===== src/rtl/julia_frame_scheduler.sv =====
// Frame sequencer for a Julia-set renderer: walks the raster, hands each pixel's initial z
// to the lowest free escape core, and streams tagged iteration counts back out.
module julia_frame_scheduler #(
  parameter int N_CORES         = 4,
  parameter int INTEGER_BITS    = 8,
  parameter int FRACTIONAL_BITS = 24,
  parameter int DATA_WIDTH      = INTEGER_BITS + FRACTIONAL_BITS,
  parameter int MAX_ITER_WIDTH  = 16,
  parameter int COORD_WIDTH     = 11
) (
  input  logic                              clk_i,
  input  logic                              rst_ni,
  input  logic                              frame_start_i,
  input  logic [COORD_WIDTH-1:0]            width_i,
  input  logic [COORD_WIDTH-1:0]            height_i,
  input  logic [DATA_WIDTH-1:0]             x0_i,
  input  logic [DATA_WIDTH-1:0]             y0_i,
  input  logic [DATA_WIDTH-1:0]             dx_i,
  input  logic [DATA_WIDTH-1:0]             dy_i,
  input  logic [DATA_WIDTH-1:0]             cx_i,
  input  logic [DATA_WIDTH-1:0]             cy_i,
  input  logic [MAX_ITER_WIDTH-1:0]         max_iter_i,
  output logic                              busy_o,
  output logic                              frame_done_o,
  output logic [N_CORES-1:0]                core_start_o,
  output logic [DATA_WIDTH-1:0]             core_zx_o,
  output logic [DATA_WIDTH-1:0]             core_zy_o,
  output logic [DATA_WIDTH-1:0]             core_cx_o,
  output logic [DATA_WIDTH-1:0]             core_cy_o,
  output logic [MAX_ITER_WIDTH-1:0]         core_max_iter_o,
  input  logic [N_CORES-1:0]                core_done_i,
  input  logic [N_CORES*MAX_ITER_WIDTH-1:0] core_iter_i,
  output logic                              pix_valid_o,
  input  logic                              pix_ready_i,
  output logic [COORD_WIDTH-1:0]            pix_x_o,
  output logic [COORD_WIDTH-1:0]            pix_y_o,
  output logic [MAX_ITER_WIDTH-1:0]         pix_iter_o,
  output logic [1:0]                        dbg_state_o
);
  localparam int IDX_W = (N_CORES > 1) ? $clog2(N_CORES) : 1;
  localparam logic [1:0] S_IDLE  = 2'd0;
  localparam logic [1:0] S_RUN   = 2'd1;
  localparam logic [1:0] S_DRAIN = 2'd2;

  logic [1:0]                r_state;
  logic [COORD_WIDTH-1:0]    r_width, r_height, r_px, r_py;
  logic [DATA_WIDTH-1:0]     r_x0, r_dx, r_dy, r_zx, r_zy;
  logic [N_CORES-1:0]        r_core_busy, r_core_done;
  logic [COORD_WIDTH-1:0]    r_tag_x [N_CORES];
  logic [COORD_WIDTH-1:0]    r_tag_y [N_CORES];

  logic [N_CORES-1:0]        w_free, w_complete, w_disp_oh, w_coll_oh;
  logic                      w_have_free, w_have_done, w_dispatch, w_collect, w_out_take;
  logic                      w_empty_frame, w_last_col, w_last_pix, w_all_idle;
  logic [IDX_W-1:0]          w_free_idx, w_done_idx;
  logic [COORD_WIDTH-1:0]    w_done_x, w_done_y;
  logic [MAX_ITER_WIDTH-1:0] w_done_iter;

  // The done level is stale during the start cycle, so it only counts from the next cycle on.
  assign w_free     = ~(r_core_busy | r_core_done);
  assign w_complete = r_core_busy & core_done_i & ~core_start_o;

  always_comb begin
    w_have_free = 1'b0;
    w_free_idx  = '0;
    w_have_done = 1'b0;
    w_done_idx  = '0;
    w_done_x    = '0;
    w_done_y    = '0;
    w_done_iter = '0;
    for (int k = N_CORES - 1; k >= 0; k--) begin
      if (w_free[k]) begin
        w_have_free = 1'b1;
        w_free_idx  = IDX_W'(k);
      end
      if (r_core_done[k]) begin
        w_have_done = 1'b1;
        w_done_idx  = IDX_W'(k);
        w_done_x    = r_tag_x[k];
        w_done_y    = r_tag_y[k];
        w_done_iter = core_iter_i[k*MAX_ITER_WIDTH +: MAX_ITER_WIDTH];
      end
    end
  end

  assign w_empty_frame = (r_width == '0) || (r_height == '0);
  assign w_last_col    = (r_px == r_width - 1'b1);
  assign w_last_pix    = w_last_col && (r_py == r_height - 1'b1);
  assign w_dispatch    = (r_state == S_RUN) && !w_empty_frame && w_have_free;
  assign w_out_take    = !pix_valid_o || pix_ready_i;
  assign w_collect     = w_out_take && w_have_done;
  assign w_disp_oh     = w_dispatch ? (N_CORES'(1) << w_free_idx) : '0;
  assign w_coll_oh     = w_collect ? (N_CORES'(1) << w_done_idx) : '0;
  assign w_all_idle    = (r_core_busy == '0) && (r_core_done == '0) && !pix_valid_o;

  assign busy_o      = (r_state != S_IDLE);
  assign dbg_state_o = r_state;

  always_ff @(posedge clk_i or negedge rst_ni) begin
    if (!rst_ni) begin
      r_state         <= S_IDLE;
      r_width         <= '0;
      r_height        <= '0;
      r_px            <= '0;
      r_py            <= '0;
      r_x0            <= '0;
      r_dx            <= '0;
      r_dy            <= '0;
      r_zx            <= '0;
      r_zy            <= '0;
      core_cx_o       <= '0;
      core_cy_o       <= '0;
      core_max_iter_o <= '0;
      frame_done_o    <= 1'b0;
    end else begin
      frame_done_o <= 1'b0;
      case (r_state)
        S_IDLE: if (frame_start_i) begin
          r_width         <= width_i;
          r_height        <= height_i;
          r_x0            <= x0_i;
          r_dx            <= dx_i;
          r_dy            <= dy_i;
          r_zx            <= x0_i;
          r_zy            <= y0_i;
          r_px            <= '0;
          r_py            <= '0;
          core_cx_o       <= cx_i;
          core_cy_o       <= cy_i;
          core_max_iter_o <= max_iter_i;
          r_state         <= S_RUN;
        end
        S_RUN: begin
          if (w_empty_frame) begin
            r_state <= S_DRAIN;
          end else if (w_dispatch) begin
            if (w_last_col) begin
              r_px <= '0;
              r_zx <= r_x0;
              r_py <= r_py + 1'b1;
              r_zy <= r_zy + r_dy;
            end else begin
              r_px <= r_px + 1'b1;
              r_zx <= r_zx + r_dx;
            end
            if (w_last_pix) r_state <= S_DRAIN;
          end
        end
        S_DRAIN: if (w_all_idle) begin
          frame_done_o <= 1'b1;
          r_state      <= S_IDLE;
        end
        default: r_state <= S_IDLE;
      endcase
    end
  end

  // Per-core FREE/BUSY/DONE tracking; a core leaves DONE only when its result is loaded out.
  always_ff @(posedge clk_i or negedge rst_ni) begin
    if (!rst_ni) begin
      r_core_busy  <= '0;
      r_core_done  <= '0;
      core_start_o <= '0;
      core_zx_o    <= '0;
      core_zy_o    <= '0;
      for (int k = 0; k < N_CORES; k++) begin
        r_tag_x[k] <= '0;
        r_tag_y[k] <= '0;
      end
    end else begin
      r_core_busy  <= (r_core_busy & ~w_complete) | w_disp_oh;
      r_core_done  <= (r_core_done | w_complete) & ~w_coll_oh;
      core_start_o <= w_disp_oh;
      if (w_dispatch) begin
        core_zx_o <= r_zx;
        core_zy_o <= r_zy;
      end
      for (int k = 0; k < N_CORES; k++) begin
        if (w_disp_oh[k]) begin
          r_tag_x[k] <= r_px;
          r_tag_y[k] <= r_py;
        end
      end
    end
  end

  always_ff @(posedge clk_i or negedge rst_ni) begin
    if (!rst_ni) begin
      pix_valid_o <= 1'b0;
      pix_x_o     <= '0;
      pix_y_o     <= '0;
      pix_iter_o  <= '0;
    end else if (w_out_take) begin
      pix_valid_o <= w_have_done;
      if (w_have_done) begin
        pix_x_o    <= w_done_x;
        pix_y_o    <= w_done_y;
        pix_iter_o <= w_done_iter;
      end
    end
  end
endmodule


===== config.mk =====
export PLATFORM = sky130hd
export DESIGN_NAME = julia_frame_scheduler
export DESIGN_NICKNAME = d
export VERILOG_FILES = /design/src/rtl/julia_frame_scheduler.sv
export SDC_FILE = /design/constraint.sdc
export NUM_CORES = 1
export LEC_CHECK = 0
export ABC_AREA = 1
export CORE_MARGIN = 2
export CORE_UTILIZATION = 48
export CTS_CLUSTER_SIZE = 25
export DETAILED_ROUTE_END_ITERATION = 12
export GPL_TIMING_DRIVEN = 0
export HOLD_SLACK_MARGIN = 0.05
export PLACE_DENSITY = 0.81
export SKIP_CTS_REPAIR_TIMING = 1
export SLEW_MARGIN = 0
export SYNTH_ARGS = -nofsm -noshare
export SYNTH_HDL_FRONTEND = slang
export SYNTH_SLANG_ARGS = --single-unit

===== constraint.sdc =====
create_clock -name clk_i -period 2.1 [get_ports clk_i]
set_clock_uncertainty 0.2 [all_clocks]
set_input_delay 0.315 -clock clk_i [delete_from_list [all_inputs] [get_ports clk_i]]
set_output_delay 0.315 -clock clk_i [all_outputs]
set_load 0.005 [all_outputs]

==> metrics.csv <==
stage,metric,value,unit
drt,metal3 WL,9150,µm
final_layout,fraction of layout cells with a size suffix above 1,17.4,%
outcome,violated checks,"hold timing, setup timing",
grt,GRT Residual Overflow,0,
floorplanning,initial core utilization,48.3,%
synthesis,syn_area_per_cell,7.64,µm²
drt,First-pass DRT Iterations,6,
drt,Avg WL per Cell,20.9,µm
worst_setup_path,"Req. time, crit path",2.39,ns
drt,1st-iter DRT viols,2451,
grt,first-pass GRT wire length,134000,µm
synthesis,Yosys top cell area share,48.6,%
job,Max Cap Viol,0,
synthesis,syn nets,3674,
synthesis,number of distinct library cells after synthesis,47,
floorplanning,die area,0.0544,mm²
worst_setup_path,crit path capture type,register,
timing,RSZ-0062 raised after global routing,yes,
worst_setup_path,FF-to-FF Start,r_width[7],
drt,via count,26100,
final_layout,Non-Filler Instances,4713,
outcome,status,"complete, but fails checks",
synthesis,synthesized area,0.0252,mm²
synthesis,post-synthesis sequential area ratio,48.6,%
synthesis,"top cells by area, synth","dfrtp_1 49%, nand2_1 21%, inv_1 3.9%",
worst_setup_path,slowest CP cell,dfrtp_1,
cts,Clock Sink Count,490,
cts,# H-tree levels,2,
timing,fin crit share,118,%
timing,Worst Max-Slew Pin Slew,0.745,ns
timing,final hold violation count,123,
final_layout,fillcell total,3947,
power_and_ir_drop,Pwr Total,37800,µW
drt,DRC,0,
cts,CTS tree,done,
drt,DRT Wirelength,98700,µm
worst_setup_path,maximum fanout along the worst path,9,
synthesis,synthesized flop and latch total,490,
floorplanning,core area,0.0522,mm²
place,global placement routability congestion,0.998,
drt,max layer used,met5,
grt,Total GRT Usage,32.3,%
worst_setup_path,crit path DAT,2.78,ns
grt,initial antenna violation count,14,
synthesis,Compound-Gate Fraction of Synth Area,11.4,%
worst_setup_path,worst setup path start,r_width[7],
worst_setup_path,Crit path largest cell delay,0.43,ns
timing,Slew HR,50.3,%
drt,vias per cell,5.54,
cts,clock slew at reported path FFs,0.06,ns
synthesis,largest family of logic cells by synthesized area,simple AND/OR/NAND/NOR gates,
min_path,Worst Hold Class,input port to async pin,
synthesis,post-synthesis adder-cell area fraction,3.48,%
synthesis,Async SR Flop Fraction,100,%
power_and_ir_drop,cell leakage power,0.0187,µW
floorplanning,# rows,84,
final_layout,Nets,4346,
worst_setup_path,Crit path buffers/inverters,2,
cts,Root Buffer,clkbuf_16,
synthesis,top_reg_cell synth,dfrtp_1,
worst_setup_path,CP startpoint kind,register,
worst_setup_path,Worst Setup Path Type,register to register,
grt,largest net degree at the start of global routing,126,
timing,crit path time final,2.49,ns
worst_setup_path,CP cell instances,"nor2_2, nand2_2, nor2_4, nand2_1, nand2_1, nand2_1, nand2_1, nand2_1, nand3_4, buf_12, clkinvlp_4, o21ai_1, o21bai_1",
floorplanning,Die Y,233,µm
synthesis,Synth Area in XOR/XNOR,1.98,%
timing,Final Max Tran Viols,0,
floorplanning,I/O Pins,493,
cts,"Clk Latency, worst-skew pair",0.63,ns
timing,setup TNS,-52.76,ns
timing,hold_ws,-0.544,ns
cts,Num CTS Buffers,54,
synthesis,Mapped Cells,3303,
synthesis,yosys warns,0,
synthesis,largest area contributor in the netlist,dfrtp_1,
synthesis,number of flops mapped to enable cells by yosys,0,
worst_setup_path,critical path's top delay family,simple AND/OR/NAND/NOR gates,
cts,Clock Path Buffers,3,
place,I/O Buffers,492,
timing,fmax,402,MHz
power_and_ir_drop,worst ir drop on vdd,0.927,mV
synthesis,Synth Area in Simple Gates,28.0,%
synthesis,post-synthesis mux area share,0.119,%
drt,Met1 Routed Length,36600,µm
drt,post-route ant nets,0,
place,pre-CTS WS,-1.42,ns
place,cell count after placement,4487,
drt,met2 wire len,46600,µm
place,post-detail-place hpwl,67600,µm
worst_setup_path,"most used cell, CP",nand2_1,
timing,post-layout worst setup margin,-0.388,ns
grt,number of global-route vias before repair,23800,
floorplanning,Die W,233,µm
timing,# setup viols final,254,
power_and_ir_drop,pwr/cell area,1020,mW/mm²
final_layout,synthesis-to-layout area growth,46.5,%
per-stage QoR:
stage / area, µm² / util (%)
detailed placement: 31200 / 59.7
floorplan: 25300 / -
finish: 37000 / 70.7
global placement: 31100 / 59.5
CTS: 33100 / 63.3
global route: 37000 / 70.7
state kept, by name (all words and copies together), names as in the netlist, 2 cells and up:
name / count
core_cx_o: 32
core_cy_o: 32
core_max_iter_o: 16
core_start_o: 4
core_zx_o: 32
core_zy_o: 32
dbg_state_o: 2
pix_iter_o: 16
pix_x_o: 11
pix_y_o: 11
r_core_busy: 4
r_core_done: 4
r_dx: 32
r_dy: 32
r_height: 11
r_px: 11
r_py: 11
r_tag_x: 44
r_tag_y: 44
r_width: 11
r_x0: 32
r_zx: 32
r_zy: 32
synthesized netlist by cell type, types with 42 or more instances:
| library cell | count |
|---|---|
| a21oi_1 | 108 |
| ha_1 | 67 |
| inv_1 | 264 |
| o21ai_1 | 50 |
| o21ai_0 | 189 |
| clkbuf_1 | 83 |
| nand2_1 | 1411 |
| nor2_1 | 159 |
| dfrtp_1 | 490 |
| a21o_1 | 42 |
| nand3_1 | 126 |
| o22ai_1 | 55 |
per-layer routing:
layer	track usage, %	vias up
li1	-	12000
met1	39.6	12300
met2	55.1	1489
met3	7.43	362
met4	12.9	4
met5	0	-
layout make-up:
class	instances	area (µm²)	area share [%]
inverters	275	1070	2.90
flip-flops and latches	490	12300	33.2
diodes	7	17.5	0.0474
multi-input cells	2402	12900	35.0
well taps	688	861	2.33
repair buffers	616	6660	18.0
repair inverters	2	17.5	0.0474
clock inverters	18	278	0.752
clock buffers	81	1620	4.39
plain buffers	134	1210	3.27
cell families (layout without fill, tap and decap cells):
logic type | Yosys count | after routing
other | 0 | 7
xor gates and xnor gates | 57 | 57
and+or+nand+nor | 1774 | 1774
buffers and inverters | 411 | 1126
AOI/OAI and AO/OA | 499 | 499
DFF | 490 | 490
adders and majority gates | 69 | 69
muxes | 3 | 3
path summary, 6_finish.rpt:
kind | end | slack (ns) | cells past startpoint
min | core_cx_o[30] | -0.54 | 1
min in group clk_i | core_cx_o[30] | 0.03 | 3
max reg2reg | r_zx[8] | -0.39 | 13
max | r_zx[8] | -0.39 | 13
min reg2reg | pix_iter_o[5] | 0.27 | 1
max in group asynchronous | r_width[8] | 0.65 | 3
placed cells by master (no fill, tap or decap), drive strengths merged, types with 6 or more instances in the layout:
master and instances:
clkbuf 173, a21o 42, nand4 17, dfrtp 490
bufinv 6, clkinv 10, o22ai 55, clkdlybuf4s50 476
xnor2 22, o21bai 6, ha 67, inv 276
nand2 1415, xor2 35, dlymetal6s2s 15, or2 7
diode 7, nor3 24, o211ai 6, a21oi 108
nor2 169, buf 136, o21ai 241, dlygate4sd3 30
a311oi 37, nor4 8, nand3 127
where the power goes:
group	internal (µW)	leakage, µW	switching (µW)	total (µW)
logic	7050	0.0114	8360	15400
clock network	6090	0.000932	4130	10200
registers	10900	0.00632	1180	12100
total	24100	0.0187	13700	37800
Note: power is estimated with default switching activity, not from simulation.
